--- config.mk ---
export PLATFORM = sky130hd
export DESIGN_NAME = seq_run_det_flat
export DESIGN_NICKNAME = d
export VERILOG_FILES = /design/src/rtl/seq_run_det_if.sv /design/src/rtl/seq_run_det.sv /design/src/flat_wrapper.sv
export SDC_FILE = /design/constraint.sdc
export NUM_CORES = 1
export LEC_CHECK = 0
export ABC_AREA = 1
export BUFFER_PORTS_ARGS = -buffer_cell sky130_fd_sc_hd__buf_2
export CELL_PAD_IN_SITES_DETAIL_PLACEMENT = 1
export CELL_PAD_IN_SITES_GLOBAL_PLACEMENT = 1
export CORE_MARGIN = 5
export CORE_UTILIZATION = 42
export DETAILED_ROUTE_END_ITERATION = 7
export PLACE_DENSITY_LB_ADDON = 0.1
export SLEW_MARGIN = 20
export SYNTH_ARGS = -nofsm -noshare
export SYNTH_HDL_FRONTEND = slang
export SYNTH_SLANG_ARGS = --single-unit
export TNS_END_PERCENT = 100
--- constraint.sdc ---
create_clock -name clk -period 5.1 [get_ports clk]
set_clock_uncertainty 0.1 [all_clocks]
set_input_delay 1.02 -clock clk [delete_from_list [all_inputs] [get_ports clk]]
set_output_delay 1.02 -clock clk [all_outputs]
set_load 0.05 [all_outputs]
--- src/rtl/seq_run_det_if.sv ---
// rtl/seq_run_det_if.sv - word stream and match report bundle for seq_run_det
interface seq_run_det_if #(
  parameter int W  = 4,
  parameter int N  = 3,
  parameter int CW = 16
);
  localparam int MW = $clog2(W + 1);
  localparam int RW = $clog2(N + 1);

  logic          en;
  logic          clr;
  logic [W-1:0]  d;
  logic          hit;
  logic [MW-1:0] mcnt;
  logic [CW-1:0] total;
  logic [RW-1:0] run;

  modport master (output en, clr, d, input hit, mcnt, total, run);
  modport slave  (input en, clr, d, output hit, mcnt, total, run);
endinterface

--- src/rtl/seq_run_det.sv ---
// rtl/seq_run_det.sv - run-of-N-ones detector over a word-sliced serial stream
module seq_run_det #(
  parameter int W       = 4,
  parameter int N       = 3,
  parameter bit OVERLAP = 1'b1,
  parameter int CW      = 16
) (
  input  logic          clk,
  input  logic          rst_b,
  seq_run_det_if.slave  bus
);
  localparam int MW = $clog2(W + 1);
  localparam int RW = $clog2(N + 1);
  // Sum width wide enough for either operand plus a carry, so saturation is exact.
  localparam int SW = ((CW > MW) ? CW : MW) + 1;
  localparam logic [RW-1:0] N_V     = RW'(N);
  localparam logic [CW-1:0] TOT_MAX = {CW{1'b1}};

  logic          r_hit;
  logic [MW-1:0] r_mcnt;
  logic [CW-1:0] r_total;
  logic [RW-1:0] r_run;

  logic [RW-1:0] w_run_nxt;
  logic [MW-1:0] w_cnt;
  logic [SW-1:0] w_sum;
  logic [CW-1:0] w_total_nxt;

  // Walk the word oldest-to-newest, carrying the run length from the previous word.
  always_comb begin
    w_run_nxt = r_run;
    w_cnt     = '0;
    for (int k = 0; k < W; k++) begin
      if (bus.d[k]) begin
        if (w_run_nxt != N_V) w_run_nxt = w_run_nxt + RW'(1);
        if (w_run_nxt == N_V) begin
          w_cnt = w_cnt + MW'(1);
          if (!OVERLAP) w_run_nxt = '0;
        end
      end else begin
        w_run_nxt = '0;
      end
    end
  end

  // Saturating accumulation of this word's matches into the running total.
  always_comb begin
    w_sum       = SW'(r_total) + SW'(w_cnt);
    w_total_nxt = (w_sum > SW'(TOT_MAX)) ? TOT_MAX : w_sum[CW-1:0];
  end

  // State and report registers; clear beats enable and drops the presented word.
  always_ff @(posedge clk or negedge rst_b) begin
    if (!rst_b) begin
      r_hit   <= 1'b0;
      r_mcnt  <= '0;
      r_total <= '0;
      r_run   <= '0;
    end else if (bus.clr) begin
      r_hit   <= 1'b0;
      r_mcnt  <= '0;
      r_total <= '0;
      r_run   <= '0;
    end else if (bus.en) begin
      r_hit   <= (w_cnt != '0);
      r_mcnt  <= w_cnt;
      r_total <= w_total_nxt;
      r_run   <= w_run_nxt;
    end else begin
      r_hit   <= 1'b0;
      r_mcnt  <= '0;
    end
  end

  assign bus.hit   = r_hit;
  assign bus.mcnt  = r_mcnt;
  assign bus.total = r_total;
  assign bus.run   = r_run;
endmodule

--- src/flat_wrapper.sv ---
// flat-port wrapper written by rule: the top's interface ports become plain ports
module seq_run_det_flat 
#(
  parameter int W       = 4,
  parameter int N       = 3,
  parameter bit OVERLAP = 1'b1,
  parameter int CW      = 16
)
  (clk, rst_b, bus_en, bus_clr, bus_d, bus_hit, bus_mcnt, bus_total, bus_run);
  seq_run_det_if #(.W(W), .N(N), .CW(CW)) bus_i ();
  input  logic clk;
  input  logic rst_b;
  input wire logic [$bits(bus_i.en)-1:0] bus_en;
  input wire logic [$bits(bus_i.clr)-1:0] bus_clr;
  input wire logic [$bits(bus_i.d)-1:0] bus_d;
  output wire logic [$bits(bus_i.hit)-1:0] bus_hit;
  output wire logic [$bits(bus_i.mcnt)-1:0] bus_mcnt;
  output wire logic [$bits(bus_i.total)-1:0] bus_total;
  output wire logic [$bits(bus_i.run)-1:0] bus_run;
  assign bus_i.en = bus_en;
  assign bus_i.clr = bus_clr;
  assign bus_i.d = bus_d;
  assign bus_hit = bus_i.hit;
  assign bus_mcnt = bus_i.mcnt;
  assign bus_total = bus_i.total;
  assign bus_run = bus_i.run;
  seq_run_det #(.W(W), .N(N), .OVERLAP(OVERLAP), .CW(CW)) u_core (.clk(clk), .rst_b(rst_b), .bus(bus_i));
endmodule
==> metrics.txt, run 1 <==
Rows=22; Initial Util=a little over two fifths; register area share after synthesis=~34%; Max Root-Sink Buffers=2; routed len/inst=roughly 13 µm; gp weighted congestion=around 0.79; GRT overflow=0; worst reg2reg startpoint=u_core.bus.run[1]; DIE AREA=about 5100 µm²; PwrDens=around 190 nW/µm²; Post CTS Setup Buffer Count=0; Worst path depth=23; Worst Hold End=u_core.bus.total[0]; Max stage delay on crit path=0.38 ns; largest net degree at the start of global routing=23; CTS resizes=0; largest family of logic cells by synthesized area=simple AND/OR/NAND/NOR gates; chip width=between 70 and 80 µm; Reg power frac=52.9%; area grow syn2layout=14.2%; Slew Limit Fails=0; Cell Int Power=around 0.00024 W; Tmin final=between 4 and 5 ns; Clock Pin Slew Worst Setup and Hold Paths=roughly 0.08 ns; crit start category=input pin; clk_lat worst skew=around 0.26 ns; DP HPWL=about 3200 µm; maximum fanout along the worst path=14; status=finished clean; maximum achievable frequency=~250 MHz; Worst R2R Path Depth=22; Rel. slew slack=between 20 and 30%; Synth area leaders=dfrtp_1 (34%), nand2_1 (24%), inv_1 (7.0%); # hold bufs at CTS=0; drt pass-1 iters=4; met1 wire length=~1900 µm; power share of the clock group=roughly 32%; Post-Syn Area=approximately 1600 µm²; cell count after synthesis=roughly 240; share of layout cells above drive strength 1=18.7%; vias in the first global route=between 1500 and 2000; met3 wire length=~110 µm; Layout Nets=between 200 and 300; Leak=about 1.2 nW; Total GRT Usage=16.4%; average size of a mapped cell=between 6 and 7 µm²; adder-cell share of the synthesized area=5.95%; reg2reg end=u_core.bus.total[13]; type of the most critical hold path=flip-flop to flip-flop; detailed router's first-iteration violation count=50; Inserted Clock Buffers=3; via count=1524; Setup TNS=0 ns; Comb pwr share=15.1%; core area=3690 µm²; switching power total=~0.000097 W; delay-heaviest family, CP=adder cells; Syn Nets=roughly 250; # diodes=0; Hold Vio Cnt, Final=0; htree depth=1; proportion of synthesized area in mux cells=0%; Syn. warnings=0; Worst EP arrival=~4.2 ns; pre-CTS setup slack=slightly above 0.7 ns; uppermost layer routed=met4; initial antenna violation count=0; CTS tree=yes; Compound-Gate Fraction of Synth Area=5.09%; VDD IR max=around 140 µV; Die Span Y=71.7 µm; max capacitance violation total=0; Sw Ratio=between 20% and 30%; IO buf count=29; xor/xnor share of the synthesized area=between 2 and 2.5%; critical path class=input pin to flip-flop; area share of the largest cell type after synthesis=roughly a third; critical-path cell list=buf_2 > inv_1 > a21oi_1 > ha_1 > o21ai_1 > inv_2 > ha_1 > nand2_1 > o21ai_1 > ha_1 > inv_1 > nor2_1 > xnor2_1 > inv_1 > ha_1 > nand2_2 > nand2_4 > nand2_4 > nor2_8 > nand4_4 > nand2_1 > nand2_1 > nand2_1; # IOs=30; post-route setup slack=1.02 ns; clock sinks=22; Synth Register Bits=22; post-route DRC violation count=0; unrepaired setup endpoints after global routing=false; Buf+Inv Stages, Crit Path=5; CP max-delay cell=ha_1; vias per inst=4.82; register-to-register setup slack=about 1.5 ns; CTS Root Cell=clkbuf_8; Critical Path End Type=flip-flop; final wirelength=3980 µm; Final Power=approximately 0.00034 W; WHS Path Cells=2; Least-Margin Pin Slew=between 1 and 1.5 ns; hold wc startpoint=u_core.bus.total[0]; final setup fails=0; count of cell types in the netlist=29; crit share post-route=between 70% and 80%; Detail Route met2 WL=between 1500 and 2000 µm; Simple-Gate Fraction of Synth Area=42.3%; Yosys top cell by area=dfrtp_1; Final ANT Viol Nets=0; first-pass GRT wire length=around 6900 µm; Worst Path Required=approximately 5.2 ns
-- how the worst max path moves through the flow --
stage | start | to | slack [ns]
3_5_place_dp | bus_d[0] | u_core.bus.total[3] | 0.71
2_1_floorplan | bus_d[0] | u_core.bus.total[11] | 1.11
6_report | bus_d[0] | u_core.bus.total[13] | 1.02
3_3_place_gp | bus_d[0] | u_core.bus.total[3] | 0.84
5_1_grt | bus_d[0] | u_core.bus.total[13] | 0.72
4_1_cts | bus_d[0] | u_core.bus.total[8] | 0.98
-- power groups by stage --
stage,clock [W],sequential (W),combinational [W]
floorplan,0,0.000196,0.0000222
global placement,0,0.000184,0.0000518
detailed placement,0,0.000184,0.0000523
CTS,0.000115,0.000180,0.0000528
global route,0.000122,0.000181,0.0000587
finish,0.000109,0.000180,0.0000515
-- sequential cells by signal (all words and copies together), names as in the netlist --
name	count
u_core.bus.total	16
u_core.bus.mcnt	3
u_core.bus.run	2
u_core.bus.hit	1
-- cells by family after synthesis --
family          Yosys count
buf+inv                  40
fa+ha+maj                 7
xor+xnor                  4
simple gates            151
flops                    22
compound gates           15
-- Yosys cell counts --
master,n
a21oi_1,2
buf_2,1
buf_6,1
clkbuf_1,1
clkinv_1,1
clkinv_2,1
dfrtp_1,22
fa_1,1
ha_1,6
inv_1,30
inv_2,5
nand2_1,104
nand2_2,2
nand2_4,3
nand3_1,11
nand3_2,2
nand3b_1,2
nand4_1,3
nand4_4,1
nor2_1,19
nor2_2,2
nor2_8,1
o21ai_0,2
o21ai_1,8
o21ai_2,1
o22ai_1,2
or2_0,1
xnor2_1,1
xor2_1,3
-- stage by stage --
stage / std cells / utilization [%] / hold slack (ns) / cell area (µm²)
2_1_floorplan: 239 / - / 0.624 / 1600
3_3_place_gp: 313 / 48.4 / 0.397 / 1780
3_5_place_dp: 313 / 48.4 / 0.401 / 1780
4_1_cts: 316 / 49.5 / 0.425 / 1830
5_1_grt: 316 / 49.5 / 0.445 / 1830
6_report: 316 / 49.5 / 0.423 / 1830
-- layer usage --
metal / up-vias / track usage (%)
met5: - / 0
met3: 2 / 3.37
met4: 0 / 1.88
met1: 716 / 20.6
met2: 17 / 29.8
li1: 789 / -
-- cells in the final DEF (no fill, tap or decap) --
master	Yosys	routed
dfrtp_1	22	22
nand2_4	3	3
nand4_4	1	1
clkinv_2	1	1
o21ai_0	2	2
buf_2	1	29
inv_1	30	30
nor2_8	1	1
nand3_1	11	11
or2_0	1	1
o21ai_1	8	8
nand2_2	2	2
nor2_1	19	19
fa_1	1	1
nand3b_1	2	2
xnor2_1	1	1
o21ai_2	1	1
inv_2	5	5
nand3_2	2	2
a21oi_1	2	2
nand4_1	3	3
ha_1	6	6
nor2_2	2	2
clkinv_1	1	1
nand2_1	104	104
clkbuf_8	0	3
o22ai_1	2	2
xor2_1	3	3
-- layout make-up --
| type | count | area (µm²) |
|---|---|---|
| Inverter | 37 | 140 |
| Fill cell | 533 | 1860 |
| Timing Repair Buffer | 29 | 145 |
| Sequential cell | 22 | 551 |
| Tap cell | 48 | 60.1 |
| Multi-Input combinational cell | 177 | 888 |
| Clock buffer | 3 | 41.3 |
-- worst min-delay path: cells and delay by family (launching register included) --
family           cells  cell delay (ns)
and+or+nand+nor      2             0.12
DFF                  1             0.38
Note: power is estimated with default switching activity, not from simulation.
==> run 2, diff against run 1 <==
Settings changed: ABC_AREA 1 to 0, CORE_UTILIZATION 42 to 40.
Clock period 5.1 ns to 3.8 ns, I/O delays scaled along.
==> metrics.txt, run 2 <==
crit share post-route=between 90% and 100%; Yosys top cell by area=dfrtp_1; CTS Root Cell=clkbuf_4; core area=about 3300 µm²; Setup TNS=0 ns; Slew Limit Fails=0; Die Span Y=68.2 µm; detailed router's first-iteration violation count=31; Rows=21; type of the most critical hold path=input pin to asynchronous set/reset pin; Synth top cells by count=dfrtp_1 (22), nor2_1 (13), a31oi_1 (9); Post-Place Cells=224; Syn Nets=157; register area share after synthesis=between 40% and 50%; clk_lat worst skew=between 0.3 and 0.4 ns; area grow syn2layout=33.1%; Clock Pin Slew Worst Setup and Hold Paths=roughly 0.12 ns; pre-CTS setup slack=-0.358 ns; Max Root-Sink Buffers=2; maximum fanout along the worst path=5; Initial Util=around two fifths; Synth area leaders=dfrtp_1 (41%), ha_1 (5.5%), a31oi_1 (4.2%); via count=1294; vias per inst=5.51; Final Power=around 0.00043 W; Rel. slew slack=between 60 and 70%; Leak=between 0.9 and 1 nW; area share of the largest cell type after synthesis=between 40% and 50%; Layout Nets=~210; gp weighted congestion=about 0.81; PwrDens=~240 nW/µm²; Final Non-Filler Cells=~240; commonest non-fill, non-tap cell in the layout=buf_2; htree depth=1; Worst Path Required=between 3 and 4 ns; CTS tree=yes; share of layout cells above drive strength 1=between 40% and 50%; critical path class=input pin to flip-flop; maximum achievable frequency=about 270 MHz; chip width=~68 µm; max FFs per register=16; register-to-register setup slack=0.16 ns; drt pass-1 iters=4; top-count cell post-synth=dfrtp_1; IO buf count=29; post-route setup slack=slightly above 0.1 ns; largest net degree at the start of global routing=23; DIE AREA=4650 µm²; first-pass GRT wire length=between 6000 and 7000 µm; ys flop type=dfrtp_1; reg2reg end=u_core.bus.total[13]; # IOs=30; Post-synth EDFFs=0; Tmin final=~3.7 ns; Worst EP arrival=about 3.8 ns; Synth Register Bits=22; Final ANT Viol Nets=0; Worst R2R Path Depth=16; Critical Path End Type=flip-flop; Total GRT Usage=~17%; crit start category=input pin; final wirelength=3760 µm; count of cell types in the netlist=38; # diodes=0; Post-Syn Area=~1400 µm²; Least-Margin Pin Slew=between 0.5 and 0.6 ns; post-route DRC violation count=0; Syn. warnings=0; vias in the first global route=about 1300; Inserted Clock Buffers=3; average size of a mapped cell=approximately 9.5 µm²; GRT overflow=0; DP HPWL=about 2700 µm; Hold Vio Cnt, Final=0; worst reg2reg startpoint=u_core.bus.run[0]; most frequent cells in the layout=buf_2 (29), dfrtp_1 (22), buf_4 (19), nor2_1 (13); status=finished clean; final setup fails=0; clock sinks=22; VDD IR max=129 µV; cell count after synthesis=142; initial antenna violation count=0; routed len/inst=~16 µm; fraction of registers with async set/reset=100%; max capacitance violation total=0
-- run 2: cell types whose count changed after synthesis, moves of 6 or more --
cell,delta
inv_1,-24
o21ai_1,-8
nand2_1,-96
a31oi_1,+9
nor2_1,-6
-- run 2: worst max-delay path by stage --
| stage | from | to | slack, ns | depth (start not counted) |
|---|---|---|---|---|
| 2_1_floorplan | bus_d[0] | u_core.bus.total[8] | 0.007 | 15 |
| 3_3_place_gp | bus_d[0] | u_core.bus.total[13] | -0.15 | 18 |
| 3_5_place_dp | bus_d[0] | u_core.bus.total[13] | -0.36 | 18 |
| 4_1_cts | bus_d[0] | u_core.bus.total[13] | 0.01 | 17 |
| 5_1_grt | bus_d[0] | u_core.bus.total[13] | -0.01 | 17 |
| 6_report | bus_d[0] | u_core.bus.total[13] | 0.10 | 17 |
-- run 2: routing by layer --
metal	wire, µm	track usage (%)	vias up
li1	-	-	615
met1	1660	22.9	652
met2	1880	30.1	23
met3	175	2.13	4
met4	34	4.47	0
met5	0	0	-
-- run 2: kinds of logic after synthesis --
| kind of cell | after synthesis | synth area share, % |
|---|---|---|
| and+or+nand+nor | 61 | 26.0 |
| AOI/OAI and AO/OA | 34 | 17.4 |
| DFF | 22 | 40.7 |
| buffers and inverters | 11 | 4.25 |
| adders and majority gates | 7 | 7.02 |
| xor gates and xnor gates | 5 | 3.24 |
| muxes | 2 | 1.48 |
-- run 2: cell type report --
| cell class | count | area (µm²) |
|---|---|---|
| clock buffers | 3 | 22.5 |
| multi-input cells | 110 | 861 |
| fillers | 399 | 1510 |
| flip-flops and latches | 22 | 551 |
| inverters | 6 | 22.5 |
| well taps | 46 | 57.6 |
| repair buffers | 48 | 288 |
-- run 2: metrics by stage --
| stage | cell area (µm²) | utilization, % | hold WS (ns) |
|---|---|---|---|
| after detailed placement | 1620 | 48.9 | 0.433 |
| after floorplan | 1360 | - | 0.364 |
| after global routing | 1800 | 54.4 | 0.332 |
| after global placement | 1620 | 48.9 | 0.412 |
| final | 1800 | 54.4 | 0.307 |
| after CTS | 1660 | 50.2 | 0.319 |
-- run 2: repair_timing --
item                                    4_1_cts  5_1_grt
hold buffers                                  0        0
buffers inserted                              2        5
resized for setup                             2       19
endpoints found under the setup margin        1       12
pin swaps                                     1        7
cloned                                        0        1
-- run 2: power breakdown --
group          switching [W]  total [W]  internal, W
registers         0.00000446   0.000243     0.000238
logic              0.0000508  0.0000786    0.0000278
clock network      0.0000709   0.000108    0.0000371
-- run 2: worst max-delay path: stages --
cell and delay (ns):
buf_2 0.12, and2_4 0.13, ha_1 0.28, a21o_1 0.19, ha_1 0.27, nand2_1 0.06, o21ai_2 0.18, ha_1 0.27
mux2i_2 0.21, inv_2 0.09, ha_4 0.23, a211oi_4 0.26, nor3b_2 0.08, buf_4 0.15, and3_2 0.19, and3_2 0.21
nor3_2 0.15
==> run 3, diff against run 2 <==
--- a/config.mk
+++ b/config.mk
@@ -11,3 +11,2 @@
 export CELL_PAD_IN_SITES_GLOBAL_PLACEMENT = 1
-export CORE_MARGIN = 5
 export CORE_UTILIZATION = 40
==> constraint.sdc (replaced) <==
create_clock -name clk -period 3.8 [get_ports clk]
set_clock_uncertainty 0.1 [all_clocks]
set_input_delay 0.57 -clock clk [delete_from_list [all_inputs] [get_ports clk]]
set_output_delay 0.57 -clock clk [all_outputs]
set_load 0.05 [all_outputs]
==> metrics.txt, run 3 (synthesized netlist as in run 2, its figures left out) <==
max capacitance violation total=0; core area=approximately 3100 µm²; Final ANT Viol Nets=0; PwrDens=around 230 nW/µm²; Inserted Clock Buffers=3; most frequent cells in the layout=buf_2 (29), buf_4 (27), dfrtp_1 (20), nor2_1 (13), a31oi_1 (8); crit start category=flip-flop; Leak=~0.96 nW; Post-Place Cells=roughly 230; IO buf count=29; Layout Nets=about 220; Hold Vio Cnt, Final=0; area grow syn2layout=42.1%; Final Non-Filler Cells=about 240; Rows=20; type of the most critical hold path=input pin to asynchronous set/reset pin; status=finished clean; commonest non-fill, non-tap cell in the layout=buf_2; most frequent CP cell=buf_4; final setup fails=0; DP HPWL=2610 µm; vias in the first global route=about 1300; Worst Path Required=3.90 ns; Total GRT Usage=a little under a quarter; CP max-delay cell=dfrtp_2; GRT overflow=0; chip width=60.2 µm; Least-Margin Pin Slew=roughly 0.54 ns; vias per inst=~5.6; routed len/inst=~17 µm; max FFs per register=16; # diodes=0; Rel. slew slack=63.8%; # fillers=about 360; Die Span Y=~60 µm; via count=between 1000 and 1500; drt pass-1 iters=4; htree depth=1; largest net degree at the start of global routing=23; critical-path cell list=o21a_1 > ha_1 > a21o_1 > buf_4 > buf_4 > xnor2_1 > ha_4 > mux2i_4 > inv_2 > buf_4 > fa_2 > a21o_1 > and2_4 > and3_4 > a31oi_4 > a311oi_2; Max stage delay on crit path=~0.43 ns; Setup crit start=u_core.bus.run[1]; first-pass GRT wire length=~6000 µm; clk_lat worst skew=0.31 ns; CTS tree=yes; # hold bufs at CTS=0; Worst EP arrival=3.79 ns; VDD IR max=between 100 and 150 µV; Tmin final=roughly 3.7 ns; DP Area=~1700 µm²; share of layout cells above drive strength 1=a little under half; # IOs=30; clock sinks=22; Critical Path End Type=flip-flop; post-route DRC violation count=0; initial antenna violation count=0; Initial Util=~43%; Slew Limit Fails=0; design area=a little under 2000 µm²; Clock Pin Slew Worst Setup and Hold Paths=between 0.1 and 0.15 ns; gp weighted congestion=around 0.82; maximum achievable frequency=about 270 MHz; final wirelength=just over 4000 µm; Max Root-Sink Buffers=2; crit share post-route=a little over nine tenths; DIE AREA=between 3000 and 4000 µm²; CTS Root Cell=clkbuf_4; detailed router's first-iteration violation count=30; maximum fanout along the worst path=4; unrepaired setup endpoints after global routing=true; worst reg2reg startpoint=u_core.bus.run[1]; critical path class=flip-flop to flip-flop; Setup TNS=0 ns
run 3: power breakdown:
part	internal (W)	switching, W	total (W)
clock network	0.0000410	0.0000748	0.000116
registers	0.000238	0.00000426	0.000243
logic	0.0000339	0.0000557	0.0000895
run 3: path summary, 6_finish.rpt:
check / to / slack (ns) / cells after the start
min: u_core.bus.total[14] / 0.12 / 1
max in group asynchronous: u_core.bus.run[1] / 3.10 / 1
max reg2reg: u_core.bus.total[8] / 0.11 / 16
min in group clk: u_core.bus.total[3] / 0.45 / 1
max: u_core.bus.total[8] / 0.11 / 16
min reg2reg: u_core.bus.total[3] / 0.45 / 1
run 3: final cells by class:
type	count	area, µm²	area share, %
inverters	6	22.5	1.17
flip-flops and latches	22	553	28.7
clock buffers	4	26.3	1.37
multi-input cells	110	908	47.2
repair buffers	57	359	18.7
well taps	44	55.1	2.86
run 3: worst max-delay path, delay by kind of cell, from the launching register on:
kind / cells / cell delay, ns
buffers and inverters: 4 / 0.47
AO/OA/AOI/OAI: 5 / 0.79
adder cells (fa/ha/maj): 3 / 0.92
flip-flops: 1 / 0.43
AND/OR/NAND/NOR: 2 / 0.39
XOR/XNOR: 1 / 0.29
multiplexers: 1 / 0.18
run 3: metrics by stage:
| step | setup WS (ns) | utilization [%] | total power (W) | hold slack [ns] |
|---|---|---|---|---|
| final | 0.113 | 61.5 | 0.000448 | 0.120 |
| after global routing | -0.0543 | 61.5 | 0.000467 | 0.143 |
| after detailed placement | -0.384 | 53.7 | 0.000319 | 0.450 |
| after CTS | 0.0186 | 55.6 | 0.000438 | 0.115 |
| after global placement | -0.166 | 53.7 | 0.000315 | 0.400 |
| after floorplan | 0.0488 | - | 0.000290 | 0.174 |
run 3: routing by layer:
| layer | routed length [µm] | part of all wire, % | vias to the layer above | track usage, % |
|---|---|---|---|---|
| li1 | - | - | 638 | - |
| met1 | 1720 | 41 | 680 | 25.7 |
| met2 | 2210 | 53 | 33 | 43.2 |
| met3 | 133 | 3.2 | 9 | 2.81 |
| met4 | 82 | 2.0 | 0 | 8.64 |
| met5 | 0 | 0 | - | 0 |
run 3: what timing repair did:
| item | CTS | global route |
|---|---|---|
| setup endpoints to repair | 16 | 16 |
| gates resized for setup | 5 | 27 |
| pin swaps | 1 | 15 |
| buffers inserted | 2 | 5 |
| cloned | 0 | 1 |
